[src/rtl/shift_reg_pkg.sv]
// Shared mode codes, FSM encoding and stage mux selects for univ_shift_reg.
package shift_reg_pkg;

  localparam logic [2:0] MODE_HOLD = 3'b000;
  localparam logic [2:0] MODE_FWD  = 3'b001;
  localparam logic [2:0] MODE_BWD  = 3'b010;
  localparam logic [2:0] MODE_ROTF = 3'b011;
  localparam logic [2:0] MODE_ROTB = 3'b100;
  localparam logic [2:0] MODE_LOAD = 3'b101;
  localparam logic [2:0] MODE_CLR  = 3'b110;

  typedef enum logic {
    IDLE  = 1'b0,
    BURST = 1'b1
  } state_e;

  // Per-stage input mux selection, shared by every stage in the chain.
  typedef enum logic [1:0] {
    SEL_HOLD = 2'd0,
    SEL_PREV = 2'd1,
    SEL_NEXT = 2'd2,
    SEL_LOAD = 2'd3
  } stage_sel_e;

endpackage

[src/rtl/shift_stage.sv]
// One WIDTH-bit stage of the shift chain: 4:1 input mux plus synchronous clear.
module shift_stage
  import shift_reg_pkg::*;
#(
  parameter int WIDTH = 1
) (
  input  logic             clk,
  input  logic             nRst,
  input  stage_sel_e       sel_i,
  input  logic             clr_i,
  input  logic [WIDTH-1:0] prev_i,
  input  logic [WIDTH-1:0] next_i,
  input  logic [WIDTH-1:0] load_i,
  output logic [WIDTH-1:0] q_o
);

  logic [WIDTH-1:0] q_q;
  logic [WIDTH-1:0] q_d;

  // Select the next stage value from hold / neighbour / parallel data.
  always_comb begin
    q_d = q_q;
    unique case (sel_i)
      SEL_HOLD: q_d = q_q;
      SEL_PREV: q_d = prev_i;
      SEL_NEXT: q_d = next_i;
      SEL_LOAD: q_d = load_i;
      default:  q_d = q_q;
    endcase
  end

  // Stage register; reset and clear both force zero.
  always_ff @(posedge clk) begin
    if (!nRst || clr_i) begin
      q_q <= '0;
    end else begin
      q_q <= q_d;
    end
  end

  assign q_o = q_q;

endmodule

[src/rtl/univ_shift_reg.sv]
// Universal shift register: DEPTH stages of WIDTH bits with shift, rotate,
// load, clear and an autonomous burst serializer.
//
// Burst handshake: start is taken only when idle (busy=0) with en=1; busy is
// high for every cycle of the burst and done pulses for one cycle after the
// last shift. busy is the decoded FSM state (busy == (state == BURST)).
module univ_shift_reg
  import shift_reg_pkg::*;
#(
  parameter int WIDTH = 1,
  parameter int DEPTH = 4
) (
  input  logic               clk,
  input  logic               nRst,
  input  logic               en,
  input  logic [2:0]         mode,
  input  logic               start,
  input  logic [WIDTH-1:0]   sIn,
  input  logic [WIDTH-1:0]   sInB,
  input  logic [WIDTH*DEPTH-1:0] pIn,
  output logic [WIDTH-1:0]   sOut,
  output logic [WIDTH-1:0]   sOutB,
  output logic [WIDTH*DEPTH-1:0] pOut,
  output logic               busy,
  output logic               done
);

  localparam int CW = (DEPTH > 2) ? $clog2(DEPTH) : 1;
  localparam logic [CW-1:0] CNT_LAST = CW'(DEPTH - 1);

  state_e           state_q, state_d;
  logic [CW-1:0]    cnt_q, cnt_d;
  logic             done_q, done_d;

  stage_sel_e       sel;
  logic             clr;
  logic [WIDTH-1:0] fwd_in;
  logic [WIDTH-1:0] bwd_in;

  logic [WIDTH-1:0] stage_w [DEPTH];
  logic [WIDTH-1:0] prev_w  [DEPTH];
  logic [WIDTH-1:0] next_w  [DEPTH];

  // Mode decode, end-of-chain muxing and burst FSM next state.
  always_comb begin
    sel     = SEL_HOLD;
    clr     = 1'b0;
    fwd_in  = sIn;
    bwd_in  = sInB;
    state_d = state_q;
    cnt_d   = cnt_q;
    done_d  = 1'b0;
    if (en) begin
      unique case (state_q)
        IDLE: begin
          if (start) begin
            // Start wins over mode: capture pIn and begin serializing.
            sel     = SEL_LOAD;
            state_d = BURST;
            cnt_d   = '0;
          end else begin
            case (mode)
              MODE_FWD:  sel = SEL_PREV;
              MODE_BWD:  sel = SEL_NEXT;
              MODE_ROTF: begin
                sel    = SEL_PREV;
                fwd_in = stage_w[DEPTH-1];
              end
              MODE_ROTB: begin
                sel    = SEL_NEXT;
                bwd_in = stage_w[0];
              end
              MODE_LOAD: sel = SEL_LOAD;
              MODE_CLR:  clr = 1'b1;
              default:   sel = SEL_HOLD;
            endcase
          end
        end
        BURST: begin
          // Mode and start are ignored; every enabled edge is a FWD shift.
          sel = SEL_PREV;
          if (cnt_q == CNT_LAST) begin
            state_d = IDLE;
            cnt_d   = '0;
            done_d  = 1'b1;
          end else begin
            cnt_d = cnt_q + CW'(1);
          end
        end
        default: state_d = IDLE;
      endcase
    end
  end

  // FSM, burst counter and done pulse registers.
  always_ff @(posedge clk) begin
    if (!nRst) begin
      state_q <= IDLE;
      cnt_q   <= '0;
      done_q  <= 1'b0;
    end else begin
      state_q <= state_d;
      cnt_q   <= cnt_d;
      done_q  <= done_d;
    end
  end

  for (genvar i = 0; i < DEPTH; i++) begin : g_stage
    if (i == 0) begin : g_first
      assign prev_w[i] = fwd_in;
    end else begin : g_mid_prev
      assign prev_w[i] = stage_w[i-1];
    end
    if (i == DEPTH - 1) begin : g_last
      assign next_w[i] = bwd_in;
    end else begin : g_mid_next
      assign next_w[i] = stage_w[i+1];
    end

    shift_stage #(.WIDTH(WIDTH)) u_stage (
      .clk    (clk),
      .nRst   (nRst),
      .sel_i  (sel),
      .clr_i  (clr),
      .prev_i (prev_w[i]),
      .next_i (next_w[i]),
      .load_i (pIn[i*WIDTH +: WIDTH]),
      .q_o    (stage_w[i])
    );

    assign pOut[i*WIDTH +: WIDTH] = stage_w[i];
  end

  assign sOut  = stage_w[DEPTH-1];
  assign sOutB = stage_w[0];
  assign busy  = (state_q == BURST);
  assign done  = done_q;

endmodule

[config.mk]
export PLATFORM = sky130hd
export DESIGN_NAME = univ_shift_reg
export DESIGN_NICKNAME = d
export VERILOG_FILES = /design/src/rtl/shift_reg_pkg.sv /design/src/rtl/shift_stage.sv /design/src/rtl/univ_shift_reg.sv
export SDC_FILE = /design/constraint.sdc
export NUM_CORES = 1
export LEC_CHECK = 0
export CAP_MARGIN = 25
export CORE_MARGIN = 1.5
export CORE_UTILIZATION = 40
export CTS_BUF_LIST = sky130_fd_sc_hd__clkbuf_8
export CTS_CLUSTER_DIAMETER = 30
export CTS_CLUSTER_SIZE = 30
export DETAILED_ROUTE_END_ITERATION = 10
export HOLD_SLACK_MARGIN = 0.08
export PLACE_DENSITY = 0.76
export REMOVE_ABC_BUFFERS = 1
export SKIP_CTS_REPAIR_TIMING = 1
export SYNTH_ARGS = -nofsm -noshare
export SYNTH_HDL_FRONTEND = slang
export SYNTH_SLANG_ARGS = --single-unit
export TNS_END_PERCENT = 100
[constraint.sdc]
create_clock -name clk -period 1.6 [get_ports clk]
set_input_delay 0.32 -clock clk [delete_from_list [all_inputs] [get_ports clk]]
set_output_delay 0.32 -clock clk [all_outputs]
set_load 0.005 [all_outputs]
* Word-level counts from Yosys, hierarchy flattened
Cells that the tools add are included.
Storage, ports and cells: register bits after elaboration 8, logic and storage cells 54, input port bits 13, output and inout bits 8
Operators by class: bitwise gates (word level) 1, $add $sub $neg 1, muxes and demuxes 27, equal/unequal tests 11, reductions and logical operators 7
Operators by type and width (number):
- 1-bit 2-to-1 mux | 15
- 1-bit one-hot mux with 3 select lines | 4
- 3-bit == test, second input constant | 3
- 2-bit 2-to-1 mux | 4
- 2-bit one-hot mux with 2 select lines | 2
- 2-bit == test, second input constant | 3
- 3-bit by 2-bit == test with 1-bit output, second input constant | 2
- 2-bit one-hot mux with 3 select lines | 1
- 2-bit OR reduction | 2
- 3-bit by 1-bit == test with 1-bit output, second input constant | 1
- 3-bit AND reduction | 1
- 2-bit by 1-bit adder with 2-bit output, second input constant | 1
- 2-bit by 1-bit == test with 1-bit output, second input constant | 1
- 2-bit logical NOT | 1
- 2-bit inequality test, second input constant | 1
- 1-bit one-hot mux with 2 select lines | 1
- 2-bit AND reduction | 1
- 1-bit logical NOT | 1
- 1-bit logical OR | 1
- 1-bit NOT | 1

* Logic depth before layout (Yosys ltp)
Gate-level depths: netlist of run 1.
word-level depth 8, depth in mapped cells 5, gate-level depth less buffers 4

* Hierarchy
A second synthesis of run 1 with hierarchy kept.
Unflattened totals: cells, all modules 43, area, all modules 516.7 µm²
By module, submodules not included:
- univ_shift_reg | seq. area each 80.1 µm², times used 1, area an instance 311.5 µm², cells an instance 31
- shift_stage | seq. area each 20.0 µm², times used 4, area an instance 51.3 µm², cells an instance 3

* Worst setup path after synthesis of run 1
Ideal clock, no wire load.
path kind flip-flop to flip-flop, start reg state_q (netlist: busy), end reg g_stage[0].u_stage.q_q, setup slack -0.012 ns, required time 1.466 ns, buffers on the path 1, clock period less this slack 1.612 ns, library setup time 0.134 ns, stages on the path, launching flop included 6, arrival 1.478 ns, cell sequence dfxtp_1 -> buf_2 -> or3b_2 -> o21ai_0 -> nor4bb_1 -> a2111oi_2
Between the ends: cells in the longest elaborated chain, start to end 5, elaborated cells between the ends (all ways) 13, those cells by class 3 x eq/ne; 7 x mux; 1 x bitwise; 2 x reduce/logical
RTL lines:
- start: declaration | line univ_shift_reg.sv:31 | state_e state_q, state_d;
- start signal: assignment | line univ_shift_reg.sv:102 | state_q <= state_d;
- 1-bit NOT
- 2-bit one-hot mux with 2 select lines | line univ_shift_reg.sv:54 | unique case (state_q)
- 2-bit 2-to-1 mux | line univ_shift_reg.sv:53 | if (en) begin
- 2-bit == test or 2-bit by 1-bit == test with 1-bit output (tied branches) | line shift_stage.sv:23 | unique case (sel_i)
- 1-bit one-hot mux with 3 select lines | line shift_stage.sv:23
- end signal: assignment | line shift_stage.sv:37 | q_q <= q_d;
- end: declaration | line shift_stage.sv:17 | logic [WIDTH-1:0] q_q;
Parallel ways exist; a longest one is shown, timed or not. A chain may end at the register's enable or synchronous reset.

* Worst setup path in the final report of run 1
start reg state_q (netlist: busy), end out busy
RTL lines:
- end: declaration | line univ_shift_reg.sv:24 | output logic busy,
No word-level cell between the ends.

==> impl_summary.txt, run 1 <==
----------------------------------------------------
[Power]
  Peak ir drop on the vdd network ... 518 µV
  Leak ... 0.415 nW
  Sequential fraction of design power ... 32.5%
  Power consumption ... 0.696 mW
  Comb power frac ... a little under a third
  Cell-internal power ... 0.504 mW
  Power per standard cell area ... 739 nW/µm²
  Relative contribution of the clock network to total power ... 36.2%
  P_sw ... 0.193 mW
  Fraction of power spent switching nets ... 27.7%

[Setup path]
  Critical Path Start Type ... flop
  Largest stage delay on the critical path ... 0.50 ns
  Crit path max fanout ... 6
  Crit path required time ... 1.28 ns
  Endpoint kind of the worst setup timing path ... output port
  Launching instance or port of the critical path ... busy
  Crit path buffers/inverters ... 2
  Worst EP arrival ... 1.22 ns
  Crit path max-delay family ... buffers and inverters
  Reg2reg start ... busy
  Master of the slowest instance on the critical path ... clkdlybuf4s50_1
  Critical path start-end classification ... reg -> out
  Crit-path cells ... buf_4, clkdlybuf4s50_1

[Yosys]
  Synth top area cells ... dfxtp_1, mux2i_1, o21ai_0, buf_4, inv_1
  Area fraction of the dominant cell type after synthesis ... 27.3%
  Number of storage elements in the synthesis netlist ... 8
  Most instantiated cells after synthesis ... dfxtp_1, inv_1, o21ai_0
  Largest area contributor in the netlist ... dfxtp_1
  Share of flip-flops with an asynchronous set or reset after synthesis ... 0%
  Count of flip-flops with a built-in enable after synthesis ... 0
  Synthesized netlist cell count ... 69
  Sequential share of the synthesized area ... 27.3%
  Number of library cell types mapped by synthesis ... 31
  Dominant register cell in the synthesized netlist ... dfxtp_1
  Most frequently used cell type in the post-synthesis netlist ... dfxtp_1
  Average cell area after synthesis ... roughly 8.5 µm²
  Summed instance area of the synthesized netlist ... 587 µm²
  Warning count from the yosys run ... 0

[Placement]
  Area after detailed placement ... 855 µm²
  Post-placement cell count ... 110
  HPWL reported at the end of detailed placement ... 1.31 mm
  Weighted congestion at the end of routability-driven global placement ... 0.791
  Number of input and output port buffers inserted ... 20

[Clock network]
  Clock-pin slew on the worst setup and hold paths ... 0.04 ns
  Clock insertion delay at the later pin of the skew report ... 0.24 ns
  Maximum clock insertion buffer count ... 2
  Root buffer selected by CTS ... clkbuf_8
  Total CTS buffers ... 3
  CTS tree ... done
  H-tree Lvls ... 1
  Clock tree sinks ... 8

[STA]
  Final-report setup violation count ... 0
  Worst slew margin relative to its limit ... 82.2%
  F_max ... 0.651 GHz
  Pins Over Slew Limit ... 0
  Setup clock skew after layout ... 0.00322 ns
  Number of hold violations in the final report ... 0
  Shortest period the worst path allows ... 1.54 ns
  Setup repair after global routing missed its margin ... no
  Ratio of final minimum period to clock period ... a little under 100%
  Worst slew pin tran ... 0.265 ns

[Layout]
  Number of antenna cells inserted ... 0
  Fill cells ... 105
  Area overhead of the layout relative to synthesis ... 60.6%
  Area of combinational cells with multiple inputs ... about 380 µm²
  Sequential cell area ... 161 µm²
  Net count reported at finish ... 114
  Design area ... 942 µm²
  Filler-free cell count of the finished design ... 113
  Fraction of layout instances using a drive strength above 1 ... 30.6%

[Route]
  Initial DRC Count ... 11
  Total wire length after detailed routing ... 1.74 mm
  Antenna Violating Nets Remaining ... 0
  Remaining DRCs ... 0
  Total via count in the routed design ... 636
  Routed length per placed instance ... 15.4 µm
  Number of detailed-route iterations in the first pass ... 3
  Via-to-Cell Ratio ... approximately 5.6

[Global routing]
  Wire length of the first global-routing pass ... 2.38 mm
  Total gr overflow ... 0
  Via count of the first global-routing pass ... 558
  Maximum number of pins on one net before global-route repair ... 9
  Initial antenna violation count ... 0
  GR Util All Layers ... roughly a quarter

[Floorplan]
  Height of the die ... 41.3 µm
  Area of the die ... 1710 µm²
  Num ports ... 21
  Placeable core region ... 1330 µm²
  Starting density of the core ... 44.0%
  Die W ... 41.3 µm
  Standard-cell row count ... 13

[Status]
  Run status ... completed

[Worst hold path]
  Worst Hold Class ... reg -> reg
  Hold Startpoint ... cnt_q[1]

[Run]
  # Max-Cap Violations ... 0

----------------------------------------------------
[cells in the final DEF, fill, tap and decap left out, types with 3 or more instances in the layout]
cell type / synthesis / layout
buf_4: 4 / 14
nor2_1: 4 / 4
clkbuf_8: 0 / 3
o21ai_0: 6 / 4
clkdlybuf4s50_1: 0 / 15
nand2_1: 4 / 4
a21oi_1: 5 / 5
inv_1: 7 / 7
dlymetal6s2s_1: 0 / 5
dfxtp_1: 8 / 7
[worst reg2reg max path, cell delays in order (launching register included)]
cell and delay [ns]:
dfxtp_2 0.33, or4b_4 0.55, o21bai_1 0.19, o21ai_1 0.14
a221oi_1 0.06
[area by class of cell]
cell class                      count  share of cell area [%]
Clock buffer                        3                    4.38
Inverter                            7                    2.79
Multi-Input combinational cell     46                    40.0
Sequential cell                     8                    17.1
Tap cell                           15                    1.99
Timing Repair Buffer               34                    33.7
[cells by family (layout without fill, tap and decap cells)]
| kind of cell | after synthesis | after routing | share of synthesized area, % |
|---|---|---|---|
| AOI/OAI and AO/OA | 25 | 25 | 33.9 |
| and+or+nand+nor | 17 | 17 | 17.5 |
| buffers and inverters | 15 | 44 | 14.1 |
| DFF | 8 | 8 | 27.3 |
| muxes | 3 | 3 | 5.12 |
| adders and majority gates | 1 | 1 | 2.13 |
[state kept, by name (all words and copies together) (netlist names)]
signal / count
cnt_q: 2
g_stage.u_stage.q_o: 4
done: 1
busy: 1
[layer usage]
layer | GRT usage, % | wire length [µm] | part of all wire [%] | vias to the layer above
met3 | 9.57 | 112 | 6.4 | 3
met4 | 9.68 | 23 | 1.3 | 0
li1 | - | - | - | 309
met5 | 0 | 0 | 0 | -
met2 | 41.8 | 889 | 51 | 20
met1 | 23.8 | 718 | 41 | 304
[power by group through the flow]
stage          registers (mW)  clock network, mW  logic (mW)
2_1_floorplan           0.232                  0      0.0746
3_3_place_gp            0.227                  0       0.198
3_5_place_dp            0.228                  0       0.205
4_1_cts                 0.225              0.260       0.206
5_1_grt                 0.228              0.270       0.234
6_report                0.226              0.252       0.218
[worst paths after layout]
path | end | slack (ns) | cells past startpoint
worst max register to register | g_stage[2].u_stage.q_o | 0.20 | 4
worst min register to register | cnt_q[1] | 0.49 | 2
worst min-delay path | cnt_q[1] | 0.49 | 2
worst max-delay path | busy | 0.06 | 2
[stage by stage]
| stage | TNS (ns) | hold slack [ns] | worst slack, ns | utilization (%) |
|---|---|---|---|---|
| floorplan | 0 | 0.434 | 0.0428 | - |
| global placement | -1.56 | 0.477 | -0.416 | 64.1 |
| detailed placement | -1.73 | 0.488 | -0.491 | 64.1 |
| CTS | -0.763 | 0.499 | -0.251 | 67.2 |
| global route | 0 | 0.531 | 0.0399 | 70.6 |
| finish | 0 | 0.494 | 0.0628 | 70.6 |
Power figures use the tool's default switching activity.
==> inputs of run 2 (changes only) <==
- CELL_PAD_IN_SITES_DETAIL_PLACEMENT: default -> 0
- CELL_PAD_IN_SITES_GLOBAL_PLACEMENT: default -> 1
- CORE_UTILIZATION: 40 -> 29
- PLACE_DENSITY: 0.76 -> default
- PLACE_DENSITY_LB_ADDON: default -> 0.1
- SETUP_SLACK_MARGIN: default -> 0.05
- SYNTH_HIERARCHICAL: default -> 1
==> run 2 against run 1 <==
- the run now ends with setup timing left
- worst hold slack got worse by 0.019 ns
- non-clock buffer count decreased by 7
- sequential power fell by 2%
- flip-flop and latch count is the same
- sequential share of layout area rose by 2.4 points
- design area decreased by 12%
- register-to-register slack worse by 0.38 ns
- clock-buffer cell count did not move
- first-iteration DRC count fell by 100%
- maximum frequency fell by 14%
- via count fell by 28%
- synthesized cell count shrank 38%
==> impl_summary.txt, run 2 <==
----------------------------------------------------
[Power]
  Cell-internal power ... 0.467 mW (was 0.504 mW)
  Comb power frac ... 23.3% (was 31.2%)
  Leak ... 0.361 nW (was 0.415 nW)
  Fraction of power spent switching nets ... 22.6% (was 27.7%)
  Relative contribution of the clock network to total power ... 40.1% (was 36.2%)
  Power consumption ... 0.603 mW (was 0.696 mW)
  Power per standard cell area ... 728 nW/µm² (was 739 nW/µm²)
  P_sw ... 0.136 mW (was 0.193 mW)
  Sequential fraction of design power ... 36.5% (was 32.5%)
  Peak ir drop on the vdd network ... 284 µV (was 518 µV)

[Setup path]
  Launching instance or port of the critical path ... busy (unchanged)
  Worst R2R Path Depth ... 5 (was 4)
  Destination of the critical timing path ... g_stage[3].u_stage/q_o (was busy)
  Reg2reg start ... busy (unchanged)
  Master of the slowest instance on the critical path ... mux4_2 (was clkdlybuf4s50_1)
  Largest stage delay on the critical path ... 0.44 ns (was 0.50 ns)
  Crit path buffers/inverters ... 0 (was 2)
  Levels on crit path ... 5 (was 2)
  Worst R2R Setup Slack ... -0.18 ns (was 0.20 ns)
  Crit path max fanout ... 3 (was 6)
  Capture point of the worst reg-to-reg path ... g_stage[3].u_stage/q_o (was g_stage[2].u_stage.q_o)
  Crit path required time ... 1.72 ns (was 1.28 ns)
  Crit-path cells ... nor3b_4, and4bb_1, mux2_4, mux4_2, and3b_1 (was buf_4, clkdlybuf4s50_1)
  Endpoint kind of the worst setup timing path ... flop (was output port)
  Critical Path Start Type ... flop (unchanged)
  Critical path start-end classification ... reg -> reg (was reg -> out)
  Crit path max-delay family ... multiplexers (was buffers and inverters)
  Worst EP arrival ... 1.90 ns (was 1.22 ns)

[Global routing]
  GR Util All Layers ... 13.9% (was 23.4%)
  Maximum number of pins on one net before global-route repair ... 10 (was 9)
  Via count of the first global-routing pass ... 430 (was 558)
  Total gr overflow ... 0 (unchanged)
  Wire length of the first global-routing pass ... 1.90 mm (was 2.38 mm)
  Initial antenna violation count ... 0 (unchanged)

[STA]
  Final-report setup violation count ... 2 (was 0)
  Number of hold violations in the final report ... 0 (unchanged)
  Summed negative setup slack over all endpoints ... -0.321 ns (was 0 ns)
  Worst slew pin tran ... 0.253 ns (was 0.265 ns)
  Worst Slack Setup Final ... -0.178 ns (was 0.0628 ns)
  F_max ... 0.562 GHz (was 0.651 GHz)
  Shortest period the worst path allows ... 1.78 ns (was 1.54 ns)
  Setup repair after global routing missed its margin ... yes (was no)
  Pins Over Slew Limit ... 0 (unchanged)
  Setup clock skew after layout ... 0.00238 ns (was 0.00322 ns)
  Ratio of final minimum period to clock period ... 111% (was 96.1%)
  Worst slew margin relative to its limit ... 83.0% (was 82.2%)

[Route]
  Total wire length after detailed routing ... 1.26 mm (was 1.74 mm)
  Antenna Violating Nets Remaining ... 0 (unchanged)
  Number of detailed-route iterations in the first pass ... 1 (was 3)
  Initial DRC Count ... 0 (was 11)
  Remaining DRCs ... 0 (unchanged)
  Total via count in the routed design ... 456 (was 636)
  Routed length per placed instance ... 13.4 µm (was 15.4 µm)
  Via-to-Cell Ratio ... 4.85 (was 5.63)

[Layout]
  Net count reported at finish ... 85 (was 114)
  Number of flip-flops in the largest register ... 4 (unchanged)
  Leading cell types in the layout, fill and taps excluded ... clkdlybuf4s50_1, dfxtp_1, buf_4 (was clkdlybuf4s50_1, buf_4, inv_1, dfxtp_1)
  Number of antenna cells inserted ... 0 (unchanged)
  Leading cell type in the layout, fill and taps excluded ... clkdlybuf4s50_1 (unchanged)
  Fraction of layout instances using a drive strength above 1 ... 36.2% (was 30.6%)
  Area overhead of the layout relative to synthesis ... 60.3% (was 60.6%)

[Yosys]
  Largest area contributor in the netlist ... dfxtp_1 (unchanged)
  Synthesized netlist cell count ... 43 (was 69)
  Dominant register cell in the synthesized netlist ... dfxtp_1 (unchanged)
  Summed instance area of the synthesized netlist ... 517 µm² (was 587 µm²)
  Area fraction of the dominant cell type after synthesis ... 31.0% (was 27.3%)
  Count of flip-flops with a built-in enable after synthesis ... 0 (unchanged)
  Number of storage elements in the synthesis netlist ... 8 (unchanged)
  Synth top area cells ... dfxtp_1, mux4_2, and3b_1, buf_6, nor3b_4 (was dfxtp_1, mux2i_1, o21ai_0, buf_4, inv_1)
  Most frequently used cell type in the post-synthesis netlist ... dfxtp_1 (unchanged)
  Most instantiated cells after synthesis ... dfxtp_1, and3b_1, mux4_2 (was dfxtp_1, inv_1, o21ai_0)
  Sequential share of the synthesized area ... 31.0% (was 27.3%)
  Average cell area after synthesis ... 12.0 µm² (was 8.50 µm²)
  Share of flip-flops with an asynchronous set or reset after synthesis ... 0% (unchanged)
  Warning count from the yosys run ... 6 (was 0)
  Number of library cell types mapped by synthesis ... 26 (was 31)

[Clock network]
  Clock-pin slew on the worst setup and hold paths ... 0.04 ns (about the same)
  Total CTS buffers ... 3 (unchanged)
  Root buffer selected by CTS ... clkbuf_8 (unchanged)
  Clock tree sinks ... 8 (unchanged)
  CTS tree ... done (unchanged)
  Maximum clock insertion buffer count ... 2 (unchanged)
  Clock insertion delay at the later pin of the skew report ... 0.23 ns (was 0.24 ns)
  H-tree Lvls ... 1 (unchanged)

[Placement]
  Number of input and output port buffers inserted ... 20 (unchanged)
  Worst setup slack before clock tree synthesis ... -0.708 ns (was -0.491 ns)
  Weighted congestion at the end of routability-driven global placement ... 0.675 (was 0.791)
  HPWL reported at the end of detailed placement ... 919 µm (was 1.31 mm)

[Status]
  Failing checks ... setup timing
  Run status ... finished, violations left (was completed)

[Run]
  # Max-Cap Violations ... 0 (unchanged)

[Floorplan]
  Starting density of the core ... 30.3% (was 44.0%)
  Die W ... 45.2 µm (was 41.3 µm)
  Height of the die ... 45.2 µm (was 41.3 µm)
  Placeable core region ... 1710 µm² (was 1330 µm²)
  Num ports ... 21 (unchanged)
  Standard-cell row count ... 15 (was 13)
  Area of the die ... 2040 µm² (was 1710 µm²)

[Worst hold path]
  Worst Hold Class ... reg -> reg (unchanged)

----------------------------------------------------
-- run 2: worst reg2reg max path, delay by kind of cell, from the launching register on --
family | cells | cell delay (ns)
simple gates | 3 | 0.62
flops | 1 | 0.33
mux | 2 | 0.74
-- run 2: worst min-delay path by stage --
stage	start	endpoint	slack, ns	cells after the start
2_1_floorplan	en	busy	0.43	1
3_5_place_dp	cnt_q[0]	cnt_q[0]	0.47	2
4_1_cts	cnt_q[0]	cnt_q[0]	0.48	2
3_3_place_gp	cnt_q[0]	cnt_q[0]	0.47	2
6_report	cnt_q[0]	cnt_q[0]	0.47	2
5_1_grt	cnt_q[0]	cnt_q[0]	0.50	2
-- run 2: metrics by stage --
stage	utilization, %	hold slack (ns)	std cells	cell area [µm²]
finish	48.5	0.475	94	828
global route	48.5	0.498	94	828
CTS	47.1	0.481	94	805
detailed placement	44.7	0.472	91	763
global placement	44.7	0.469	91	763
floorplan	-	0.434	39	479
-- run 2: layout make-up --
class | instances | area [µm²]
fill | 165 | 880
multi-input combinational | 30 | 337
clock buffer | 3 | 41.3
timing repair buffer | 27 | 254
sequential | 8 | 161
tap | 25 | 31.3
inverter | 1 | 3.75
-- run 2: cell families after synthesis --
| kind of cell | Yosys count | share of synthesized area (%) |
|---|---|---|
| buf+inv | 5 | 7.99 |
| fa+ha+maj | 1 | 2.42 |
| simple gates | 16 | 26.4 |
| mux | 6 | 22.5 |
| compound gates | 7 | 9.69 |
| flops | 8 | 31.0 |
-- run 2: power by group through the flow --
stage,Sequential (mW),Combinational (mW),Clock (mW)
2_1_floorplan,0.225,0.0509,0
3_3_place_gp,0.224,0.137,0
3_5_place_dp,0.223,0.138,0
4_1_cts,0.220,0.138,0.247
5_1_grt,0.222,0.150,0.258
6_report,0.221,0.141,0.242
-- run 2: per-layer routing --
metal	vias up	wire (µm)	share of wire [%]	track usage, %
met5	-	0	0	0
met4	0	0	0	8.82
met3	0	61	4.8	4.80
met2	13	638	51	20.9
met1	223	561	44	16.7
li1	220	-	-	-
==> inputs of run 3 (changes only) <==
- ABC_CLOCK_PERIOD_IN_PS: default -> 1600
==> results of run 3 <==
The final DEF is identical to that of run 2; final timing and power are the same.
==> RTL edit (config.mk and constraints of run 3) <==
Change the parameter `DEPTH` from 4 to 8.
--- a/src/rtl/univ_shift_reg.sv
+++ b/src/rtl/univ_shift_reg.sv
@@ -8,7 +8,7 @@
   import shift_reg_pkg::*;
 #(
   parameter int WIDTH = 1,
-  parameter int DEPTH = 4
+  parameter int DEPTH = 8
 ) (
   input  logic               clk,
   input  logic               nRst,
Interface: changed (resized pIn and pOut); port bits go from 21 to 29. No check against the original RTL was run, so the function may have changed too.
==> RTL edit against run 3 <==
  * The run still ends with negative setup slack left
  * Sequential power increased by 60%
  * Sequential cell count up 5
  * Final area grew 43%
  * Worst setup slack got worse by 0.014 ns
  * Wire length grew 49%
  * Global-route usage up 0.29 points
  * Via count grew 45%
  * Area after synthesis is 48% higher
  * Total power rose by 39%
  * Sequential share of layout area grew 2.7 points
  * Critical path depth did not move
  * Critical endpoint is now g_stage[7].u_stage/q_o$_SDFFE_PP0P_
  * Largest cell class unchanged
==> RTL edit: results (changes against run 3) <==
| Metric | Value |
|---|---|
| Vias/cell | 5.20 (+7.3%) |
| Met2 Use GR | 0.205 (-0.00375) |
| Final WS setup | -0.193 ns (-0.0143 ns) |
| DR iter-0 viols | 5 (+5) |
| Worst-path clk slew | 0.06 ns (+0.02 ns) |
| Filler cells | 240 (+45%) |
| Met3 Use GR | 0.0164 (-0.0316) |
| First-pass DRT Iterations | 4 (+3) |
| Setup Slack @ Placement | -0.810 ns (-0.103 ns) |
| GR Util All Layers | 0.142 (+0.00293) |
| Slew margin rel. | 0.762 (-0.0681) |
| Leak | 0.495 nW (+37%) |
| Switching power | 0.204 mW (+50%) |
| Sequential area share after synthesis | 0.339 (+0.0294) |
| Worst hold slack | 0.396 ns (-0.0790 ns) |
| Ranking of synthesized cells by area | dfxtp_1 (34%), mux4_2 (23%), and3b_1 (9.1%) |
| Worst vdd ir | 0.000438 V (+54%) |
| Worst EP arrival | 1.93 ns (+0.03 ns) |
| Largest net degree at the start of global routing | 11 (+1) |
| Final GP Congestion | 0.718 (+6.4%) |
| Vias in the first global route | 634 (+47%) |
| PortBufs | 28 (+40%) |
| Share of layout cells above drive strength 1 | 0.351 (-0.0118) |
| Failing checks | negative setup slack |
| Final nets | 117 (+38%) |
| R2R Path End | g_stage[7].u_stage/q_o$_SDFFE_PP0P_ |
| Final setup violating endpoints | 8 (+6) |
| Post-DP HPWL | 1380 µm (+51%) |
| Outcome | finished, violations left |
| First-pass GRT wire length | 2950 µm (+55%) |
==> RTL edit: through the flow <==
step	TNS, ns	cells	total power [mW]
2_1_floorplan	-7.48	55	0.436
3_3_place_gp	-5.70	122	0.550
3_5_place_dp	-5.61	122	0.551
4_1_cts	-3.65	126	0.844
5_1_grt	-1.23	127	0.873
6_report	-0.530	127	0.842
==> RTL edit: worst max-delay path by stage <==
stage	endpoint	slack (ns)	cells after the start	start
global placement	g_stage[7].u_stage/q_o$_SDFFE_PP0P_	-0.75	6	en
finish	g_stage[7].u_stage/q_o$_SDFFE_PP0P_	-0.19	5	busy$_SDFFE_PN0P_
CTS	g_stage[7].u_stage/q_o$_SDFFE_PP0P_	-0.55	6	en
floorplan	g_stage[0].u_stage/q_o$_SDFFE_PP0P_	-0.94	5	mode[0]
global route	g_stage[7].u_stage/q_o$_SDFFE_PP0P_	-0.28	5	busy$_SDFFE_PN0P_
detailed placement	g_stage[7].u_stage/q_o$_SDFFE_PP0P_	-0.81	6	en
==> RTL edit: power by group through the flow <==
stage	sequential (mW)	combinational (mW)	clock, mW
2_1_floorplan	0.360	0.0760	0
3_3_place_gp	0.360	0.190	0
3_5_place_dp	0.360	0.191	0
4_1_cts	0.353	0.192	0.299
5_1_grt	0.356	0.209	0.308
6_report	0.354	0.194	0.293
==> RTL edit: kinds of logic after synthesis <==
family | share of synthesized area
DFF | 0.339
adders and majority gates | 0.0326
muxes | 0.269
buffers and inverters | 0.0538
and+or+nand+nor | 0.223
AOI/OAI and AO/OA | 0.0816
==> RTL edit: layer usage <==
metal / up-vias / part of all wire / routed length, µm
met1: 321 / 0.52 / 971
met5: - / 0 / 0
met4: 0 / 0.012 / 22
met2: 24 / 0.42 / 797
li1: 314 / - / -
met3: 2 / 0.047 / 88
==> RTL edit: final cells by class <==
type,count,share of cell area
Timing Repair Buffer,38,0.292
Inverter,1,0.00318
Tap cell,30,0.0318
Clock inverter,1,0.00318
Multi-Input combinational cell,41,0.413
Sequential cell,13,0.221
Clock buffer,3,0.0350
==> RTL edit: worst max-delay path, stage by stage (launching register included) <==
cell and delay, ns:
dfxtp_2 0.33, nor3b_4 0.19, and4bb_1 0.25, mux2_4 0.30, mux4_2 0.43, and3b_1 0.17
